## src/rtl/skew_decoder.sv

```systemverilog
// skew_decoder: turns one BRAM row per channel per handshake into a diagonal
// wavefront for the left edge of a systolic array. Row r of a tile lands at
// lane offset r across 2*MATRIX_SIZE-1 lanes; all VECTOR channels move in
// lockstep.
// Optional feature macro: SKEW_DECODER_DRAIN_EN appends MATRIX_SIZE-1 zero
// beats after the last row so the wavefront fully traverses the array.
module skew_decoder #(
  parameter int REG_WIDTH   = 16,
  parameter int MATRIX_SIZE = 4,
  parameter int VECTOR      = 2
) (
  input  logic                                         clk,
  input  logic                                         reset,
  input  logic                                         start,
  input  logic                                         in_valid,
  output logic                                         in_ready,
  input  logic [VECTOR*MATRIX_SIZE*REG_WIDTH-1:0]      data_bram,
  output logic [VECTOR*(2*MATRIX_SIZE-1)*REG_WIDTH-1:0] lanes,
  output logic                                         out_valid,
  output logic                                         compute_start,
  output logic                                         busy,
  output logic                                         done
);

  localparam int ARRAY_SIZE = 2*MATRIX_SIZE-1;
  localparam int LANES_W    = VECTOR*ARRAY_SIZE*REG_WIDTH;
  localparam int CNT_W      = (MATRIX_SIZE > 1) ? $clog2(MATRIX_SIZE) : 1;
  localparam logic [CNT_W-1:0] LAST_ROW = CNT_W'(MATRIX_SIZE-1);

`ifdef SKEW_DECODER_DRAIN_EN
  localparam logic [CNT_W-1:0] LAST_DRAIN = CNT_W'((MATRIX_SIZE > 1) ? MATRIX_SIZE-2 : 0);

  typedef enum logic [1:0] {
    ST_IDLE  = 2'd0,
    ST_FEED  = 2'd1,
    ST_DRAIN = 2'd2
  } state_t;
`else
  typedef enum logic {
    ST_IDLE = 1'b0,
    ST_FEED = 1'b1
  } state_t;
`endif

  state_t             r_state;
  state_t             w_state_next;
  logic [CNT_W-1:0]   r_row_cnt;
  logic [CNT_W-1:0]   w_row_cnt_next;
`ifdef SKEW_DECODER_DRAIN_EN
  logic [CNT_W-1:0]   r_drain_cnt;
  logic [CNT_W-1:0]   w_drain_cnt_next;
`endif

  logic               w_in_ready;
  logic               w_hs;
  logic               w_beat;
  logic               w_cs;
  logic               w_done;
  logic [LANES_W-1:0] w_lanes_next;

  logic [LANES_W-1:0] r_lanes;
  logic               r_out_valid;
  logic               r_compute_start;
  logic               r_done;

  // Next-state and per-cycle beat control for the IDLE/FEED/DRAIN sequencer
  always_comb begin
    w_state_next     = r_state;
    w_row_cnt_next   = r_row_cnt;
`ifdef SKEW_DECODER_DRAIN_EN
    w_drain_cnt_next = r_drain_cnt;
`endif
    w_in_ready       = 1'b0;
    w_hs             = 1'b0;
    w_beat           = 1'b0;
    w_cs             = 1'b0;
    w_done           = 1'b0;
    case (r_state)
      ST_IDLE: begin
        if (start) begin
          w_state_next   = ST_FEED;
          w_row_cnt_next = '0;
        end
      end
      ST_FEED: begin
        w_in_ready = 1'b1;
        if (in_valid) begin
          w_hs           = 1'b1;
          w_beat         = 1'b1;
          w_cs           = (r_row_cnt == '0);
          w_row_cnt_next = r_row_cnt + 1'b1;
          if (r_row_cnt == LAST_ROW) begin
`ifdef SKEW_DECODER_DRAIN_EN
            if (MATRIX_SIZE > 1) begin
              w_state_next     = ST_DRAIN;
              w_drain_cnt_next = '0;
            end else begin
              w_state_next = ST_IDLE;
              w_done       = 1'b1;
            end
`else
            w_state_next = ST_IDLE;
            w_done       = 1'b1;
`endif
          end
        end
      end
`ifdef SKEW_DECODER_DRAIN_EN
      ST_DRAIN: begin
        // Zero beats keep the array clocking until the last row clears it
        w_beat           = 1'b1;
        w_drain_cnt_next = r_drain_cnt + 1'b1;
        if (r_drain_cnt == LAST_DRAIN) begin
          w_state_next = ST_IDLE;
          w_done       = 1'b1;
        end
      end
`endif
      default: begin
        w_state_next = ST_IDLE;
      end
    endcase
  end

  // Skew placement: element k of row r goes to lane k+r; bubbles and drain beats are zero
  always_comb begin
    w_lanes_next = '0;
    if (w_hs) begin
      for (int c = 0; c < VECTOR; c++) begin
        for (int j = 0; j < ARRAY_SIZE; j++) begin
          for (int k = 0; k < MATRIX_SIZE; k++) begin
            if (j == k + int'(r_row_cnt)) begin
              w_lanes_next[(c*ARRAY_SIZE+j)*REG_WIDTH +: REG_WIDTH] =
                data_bram[(c*MATRIX_SIZE+k)*REG_WIDTH +: REG_WIDTH];
            end
          end
        end
      end
    end
  end

  // State and counter registers
  always_ff @(posedge clk) begin
    if (reset) begin
      r_state     <= ST_IDLE;
      r_row_cnt   <= '0;
`ifdef SKEW_DECODER_DRAIN_EN
      r_drain_cnt <= '0;
`endif
    end else begin
      r_state     <= w_state_next;
      r_row_cnt   <= w_row_cnt_next;
`ifdef SKEW_DECODER_DRAIN_EN
      r_drain_cnt <= w_drain_cnt_next;
`endif
    end
  end

  // Output beat register: lanes and their strobes appear one cycle after acceptance
  always_ff @(posedge clk) begin
    if (reset) begin
      r_lanes         <= '0;
      r_out_valid     <= 1'b0;
      r_compute_start <= 1'b0;
      r_done          <= 1'b0;
    end else begin
      r_lanes         <= w_lanes_next;
      r_out_valid     <= w_beat;
      r_compute_start <= w_cs;
      r_done          <= w_done;
    end
  end

  assign lanes         = r_lanes;
  assign out_valid     = r_out_valid;
  assign compute_start = r_compute_start;
  assign done          = r_done;
  assign busy          = (r_state != ST_IDLE);
  assign in_ready      = w_in_ready;

endmodule

```

## config.mk

```make
export PLATFORM = sky130hd
export DESIGN_NAME = skew_decoder
export DESIGN_NICKNAME = d
export VERILOG_FILES = /design/src/rtl/skew_decoder.sv
export SDC_FILE = /design/constraint.sdc
export NUM_CORES = 1
export LEC_CHECK = 0
export CAP_MARGIN = 10
export CORE_ASPECT_RATIO = 1.2
export CORE_MARGIN = 1
export CORE_UTILIZATION = 45
export CTS_CLUSTER_SIZE = 28
export DETAILED_ROUTE_END_ITERATION = 10
export GPL_ROUTABILITY_DRIVEN = 0
export HOLD_SLACK_MARGIN = 0.02
export PLACE_DENSITY = 0.77
export SYNTH_ARGS = -nofsm -noshare
export SYNTH_HDL_FRONTEND = slang
export SYNTH_SLANG_ARGS = --single-unit
```

## constraint.sdc

```tcl
create_clock -name clk -period 2.7 [get_ports clk]
set_input_delay 0.675 -clock clk [delete_from_list [all_inputs] [get_ports clk]]
set_output_delay 0.675 -clock clk [all_outputs]
set_load 0.01 [all_outputs]
```

* After elaboration in Yosys (flattened, before gate mapping)
Index checks and enable logic that the tools add are counted. W data, S select, Z words.
Cells by class: add/sub/neg operators 4, eq/ne operators 24, mux-type cells 61, bitwise logic cells 3, reduce and logical (&&, ||, !) cells 8
Operators with widths (count):
- $mux W16 | 50
- $eq A3 B32 Y1 const A | 6
- $eq A4 B32 Y1 const A | 6
- $logic_not A32 Y1 | 4
- $eq A2 B32 Y1 const A | 3
- $eq A3 B3 Y1 const A | 3
- $mux W1 | 7
- $add A2 B2 Y3 const A | 2
- $eq A2 B2 Y1 const A | 2
- $mux W2 | 2
- $ne A2 B2 Y1 const B | 2
- $pmux W2 S2 | 1
- $add A1 B2 Y3 const A | 1
- $not A1 Y1 | 3
- $reduce_or A3 Y1 | 1
- $add A2 B1 Y2 const B | 1
- $eq A1 B2 Y1 const A | 1
- $eq A2 B2 Y1 const B | 1
- $logic_not A2 Y1 | 1
- $pmux W1 S2 | 1
- $reduce_and A2 Y1 | 1
- $reduce_or A2 Y1 | 1
Word-level totals: flip-flop bits (word level) 230, input bits 132, output and inout port bits 229, word-level logic and storage cells 106

* Logic depth before layout (Yosys ltp)
depth in word-level cells 5, gate-level depth with buffers 9, depth with buffers taken out 5

* Least setup slack after synthesis
No wires, ideal clock.
kind flip-flop to flip-flop, start reg r_row_cnt[1], end reg r_lanes[146] (netlist: lanes[146]), library setup time 0.147 ns, data arrival time 2.032 ns, required time 2.553 ns, slack 0.521 ns, stages on the path, launching flop included 10, path buffers 5, clock period less this slack 2.179 ns, cells stage by stage dfxtp_1 -> buf_2 -> buf_2 -> inv_1 -> ha_1 -> buf_4 -> buf_4 -> buf_2 -> a221oi_1 -> a211oi_2
On the way: word-level cells in the longest chain between the ends 5, elaborated cells between the ends (all ways) 11, classes of those cells 3 x add/sub; 4 x eq/ne; 4 x mux
RTL lines:
- start: declaration | line 47 | logic [CNT_W-1:0] r_row_cnt;
- start signal: assignment | line 152 | r_row_cnt <= w_row_cnt_next;
- $add A1 B2 Y3 / $eq A2 B2 Y1 (equally long branches) | line 132 | if (j == k + int'(r_row_cnt)) begin
- $eq A3 B32 Y1 / $mux W16 (equally long branches) | line 132
- $mux W16 (2 in a row) | line 132
- $mux W16 * | line 132
- end signal: assignment | line 167 | r_lanes <= w_lanes_next;
- end: declaration | line 61 | logic [LANES_W-1:0] r_lanes;
Every way passes the cells marked *; elsewhere a longest branch is shown, timed or not. A chain may end at the register's enable or synchronous reset.

* Worst setup path after layout
start reg r_row_cnt[1], end reg r_lanes[177] (netlist: lanes[177])
On the way: word-level cells in the longest chain between the ends 5, elaborated cells between the ends (all ways) 9, classes of those cells 3 x add/sub; 3 x eq/ne; 3 x mux
RTL lines (line):
- $add A1 B2 Y3 | 132
- $eq A4 B32 Y1 | 132
- $mux W16 (2 in a row) | 132
- $mux W16 * | 132
Marks and branches as above.

==> results.txt <==
- At the pin with the least slew margin, the transition time is 1180 ps.
* Top achievable clock speed: 385 MHz
* Syn Inst Count: 1254
* Placeable core region: 26400 sq um
- The worst pin sits at a relative slew slack of 21.0%.
* Drt drc: 0
* Die footprint: 27500 sq um
* Tmin final: 2600 ps
* Path type of the worst min-delay path: reg -> reg
- Share of the core filled with cells in the final layout: 64.1%
* Number of endpoints with negative hold slack in the final report: 0
- Unrepaired setup endpoints after global routing: false
* Number of different library cells in the post-synthesis netlist: 31
- The number of hold buffers added after CTS was 0.
* Startpoint-to-endpoint class of the critical path: reg -> reg
- For the worst setup path, the data required time is 3120 ps.
- Post-synth design cell area: 12100 sq um
* Maximum capacitance violations: 0
* Wire length of the first global-routing pass: 68.8 mm
- For this run the aggregate overflow at the end of global routing stands at 0.
* Warnings, synthesis: 0
- The tree built by TritonCTS fans out to 230 sinks.
- The pre-antenna-repair detailed-routing pass consisted of 6 iterations.
- FF+latch count, synth: 230
* Estimated wirelength of the detail-placed design: 29.0 mm
- The worst-case IR drop observed on VDD is 0.000379 V.
- The clock passes through at most 3 buffers.
- The clock arrives with 19.1 ps of skew.
* Synthesized Nets: 1394
- The via count of the first global-routing pass is 12.0k.
- Resized Gates After CTS: 0
* Leakage power of the design: 5.71 nW
- Cells with a size suffix above 1 make up 16.9% of the layout.
- STA classifies the critical path endpoint as a flip-flop.
- Routed wirelength normalized by instance count: 23.9 um
- Summed over all failing endpoints, the final setup total negative slack is 0 ps.
- Worst-Skew Late Latency: 540 ps
- Area delta synth->final: 39.5%
- The run finished with clean final reports.
- Startpoint class of the critical path: flip-flop
- Largest net degree at the start of global routing: 93
- Mean area per synthesized cell: 9.65 sq um
* Number of DRC markers after the initial detailed-route iteration: 975
- Row generation in the floorplan step produced 65 rows.
- Largest driver fanout on the critical path: 27
- Count of boundary I/O pins: 361
- The floorplan step set the die width to 152 um.
- Final setup violation count: 0
* Routed via count divided by cell count: 6.50
- The max-slew violation total from the final report came to 0.
* Via count: 12.3k
- Cell at the root of the clock tree: clkbuf_16
- Once the floorplan was initialized, standard cells occupied 45.9% of the core.
- Port buffering added 360 buffers.
- The net count of the finished layout is 1672.
* Post-CTS repair timing setup buffer count: 0
- All-layer global routing usage: 31.9%
* Aggregate routed wire length: 45.0 mm
- The number of antenna violations at the first check in global routing came to 2.
- Routed Antenna Nets: 0
- Sequential cells were found to cover 38.1% of the synthesized design area.
- H-tree level count: 1
- The worst path uses 96.2% of the clock period.
- TritonCTS built the clock tree.
- Dividing total power by cell area gives a power density of 499 nW/um^2.
- CTS clk-pin slew, worst paths: 70 ps
- TritonCTS created 24 clock buffers.
* CP Data Arrival Time: 3020 ps
- The die is 182 um tall.
registers in the layout (all words and copies together), names as in the netlist:
| register | flops |
|---|---|
| lanes | 224 |
| r_row_cnt | 2 |
| busy | 1 |
| compute_start | 1 |
| done | 1 |
| out_valid | 1 |
power breakdown:
group / internal [mW] / switching [mW] / total [mW]
Sequential: 3.45 / 0.0275 / 3.48
Clock: 2.25 / 1.44 / 3.69
Combinational: 0.537 / 0.722 / 1.26
critical path: stages (launching register included):
cell and delay, ps:
dfxtp_4 490, ha_4 430, nor2b_2 1020, a221oi_1 230, a211oi_1 310
kinds of logic (layout without fill, tap and decap cells):
group           count (synthesis)  in the layout  synth area share (%)
simple gates                  335            335                  16.2
other cells                     0              2                     0
mux                            33             33                  2.73
compound gates                451            451                  34.0
fa+ha+maj                       8              8                 0.827
buf+inv                       197            492                  8.17
flops                         230            230                  38.1
path summary, 6_finish.rpt:
check                                 start               endpoint  slack, ps  cells past startpoint
setup / recovery  r_row_cnt[1]$_SDFFE_PP0P_  lanes[177]$_SDFF_PP0_        100                      4
hold reg to reg             busy$_SDFF_PP0_        busy$_SDFF_PP0_        620                      2
hold / removal              busy$_SDFF_PP0_        busy$_SDFF_PP0_        620                      2
setup reg to reg  r_row_cnt[1]$_SDFFE_PP0P_  lanes[177]$_SDFF_PP0_        100                      4
Yosys cell counts:
| master | n | area [sq um] |
|---|---|---|
| a211oi_1 | 70 | 526 |
| a211oi_2 | 27 | 338 |
| a21oi_1 | 77 | 385 |
| a221oi_1 | 100 | 876 |
| a221oi_2 | 60 | 901 |
| a22oi_1 | 19 | 143 |
| a311oi_1 | 7 | 61.3 |
| a311oi_2 | 26 | 390 |
| a31oi_1 | 32 | 200 |
| a32oi_1 | 1 | 8.76 |
| and2_1 | 36 | 225 |
| and3b_1 | 46 | 403 |
| buf_1 | 5 | 18.8 |
| buf_2 | 61 | 305 |
| buf_4 | 10 | 75.1 |
| buf_6 | 18 | 203 |
| clkbuf_1 | 68 | 255 |
| dfxtp_1 | 230 | 4600 |
| ha_1 | 8 | 100 |
| inv_1 | 35 | 131 |
| mux2i_1 | 33 | 330 |
| nand2_1 | 68 | 255 |
| nand2b_1 | 1 | 6.26 |
| nand3_1 | 64 | 320 |
| nor2_1 | 35 | 131 |
| nor2b_1 | 51 | 319 |
| nor3b_4 | 1 | 18.8 |
| o311ai_0 | 26 | 228 |
| o311ai_1 | 6 | 52.6 |
| or2_1 | 1 | 6.26 |
| or3b_2 | 32 | 280 |
placed cells by master, fill, tap and decap left out, types with 37 or more instances in the layout:
master and instances:
a211oi_1 70, a21oi_1 77, a221oi_1 100, a221oi_2 60, and3b_1 45, buf_4 37, clkdlybuf4s50_1 360, dfxtp_1 229
nand2_1 65, nand3_1 64, nor2b_1 47
per-layer routing:
| metal | up-vias | share of wire [%] | global-route usage [%] | wire length (um) |
|---|---|---|---|---|
| li1 | 5406 | - | - | - |
| met1 | 5888 | 39 | 41.0 | 17400 |
| met2 | 803 | 48 | 51.4 | 21500 |
| met3 | 167 | 8.7 | 4.22 | 3910 |
| met4 | 0 | 5.0 | 16.5 | 2250 |
| met5 | - | 0 | 0 | 0 |
through the flow:
stage          hold WS, ps  std cells  setup slack, ps  power (mW)  instance area (sq um)
6_report               622       1886              102        8.43                  16900
5_1_grt                679       1886             66.0        8.68                  16900
4_1_cts                635       1884              144        8.43                  16900
3_5_place_dp           631       1841              286        4.79                  16000
3_3_place_gp           611       1841              316        4.77                  16000
2_1_floorplan          567       1254              521        4.18                  12100
final cells by class:
class                   count  area, sq um
multi-input cells         827         6620
clock inverters            12          199
repair buffers            414         4220
well taps                 335          419
diodes                      2         5.00
clock buffers              31          677
inverters                  35          131
fillers                  2122         9470
flip-flops and latches    230         4610
Note: power is estimated with default switching activity, not from simulation.
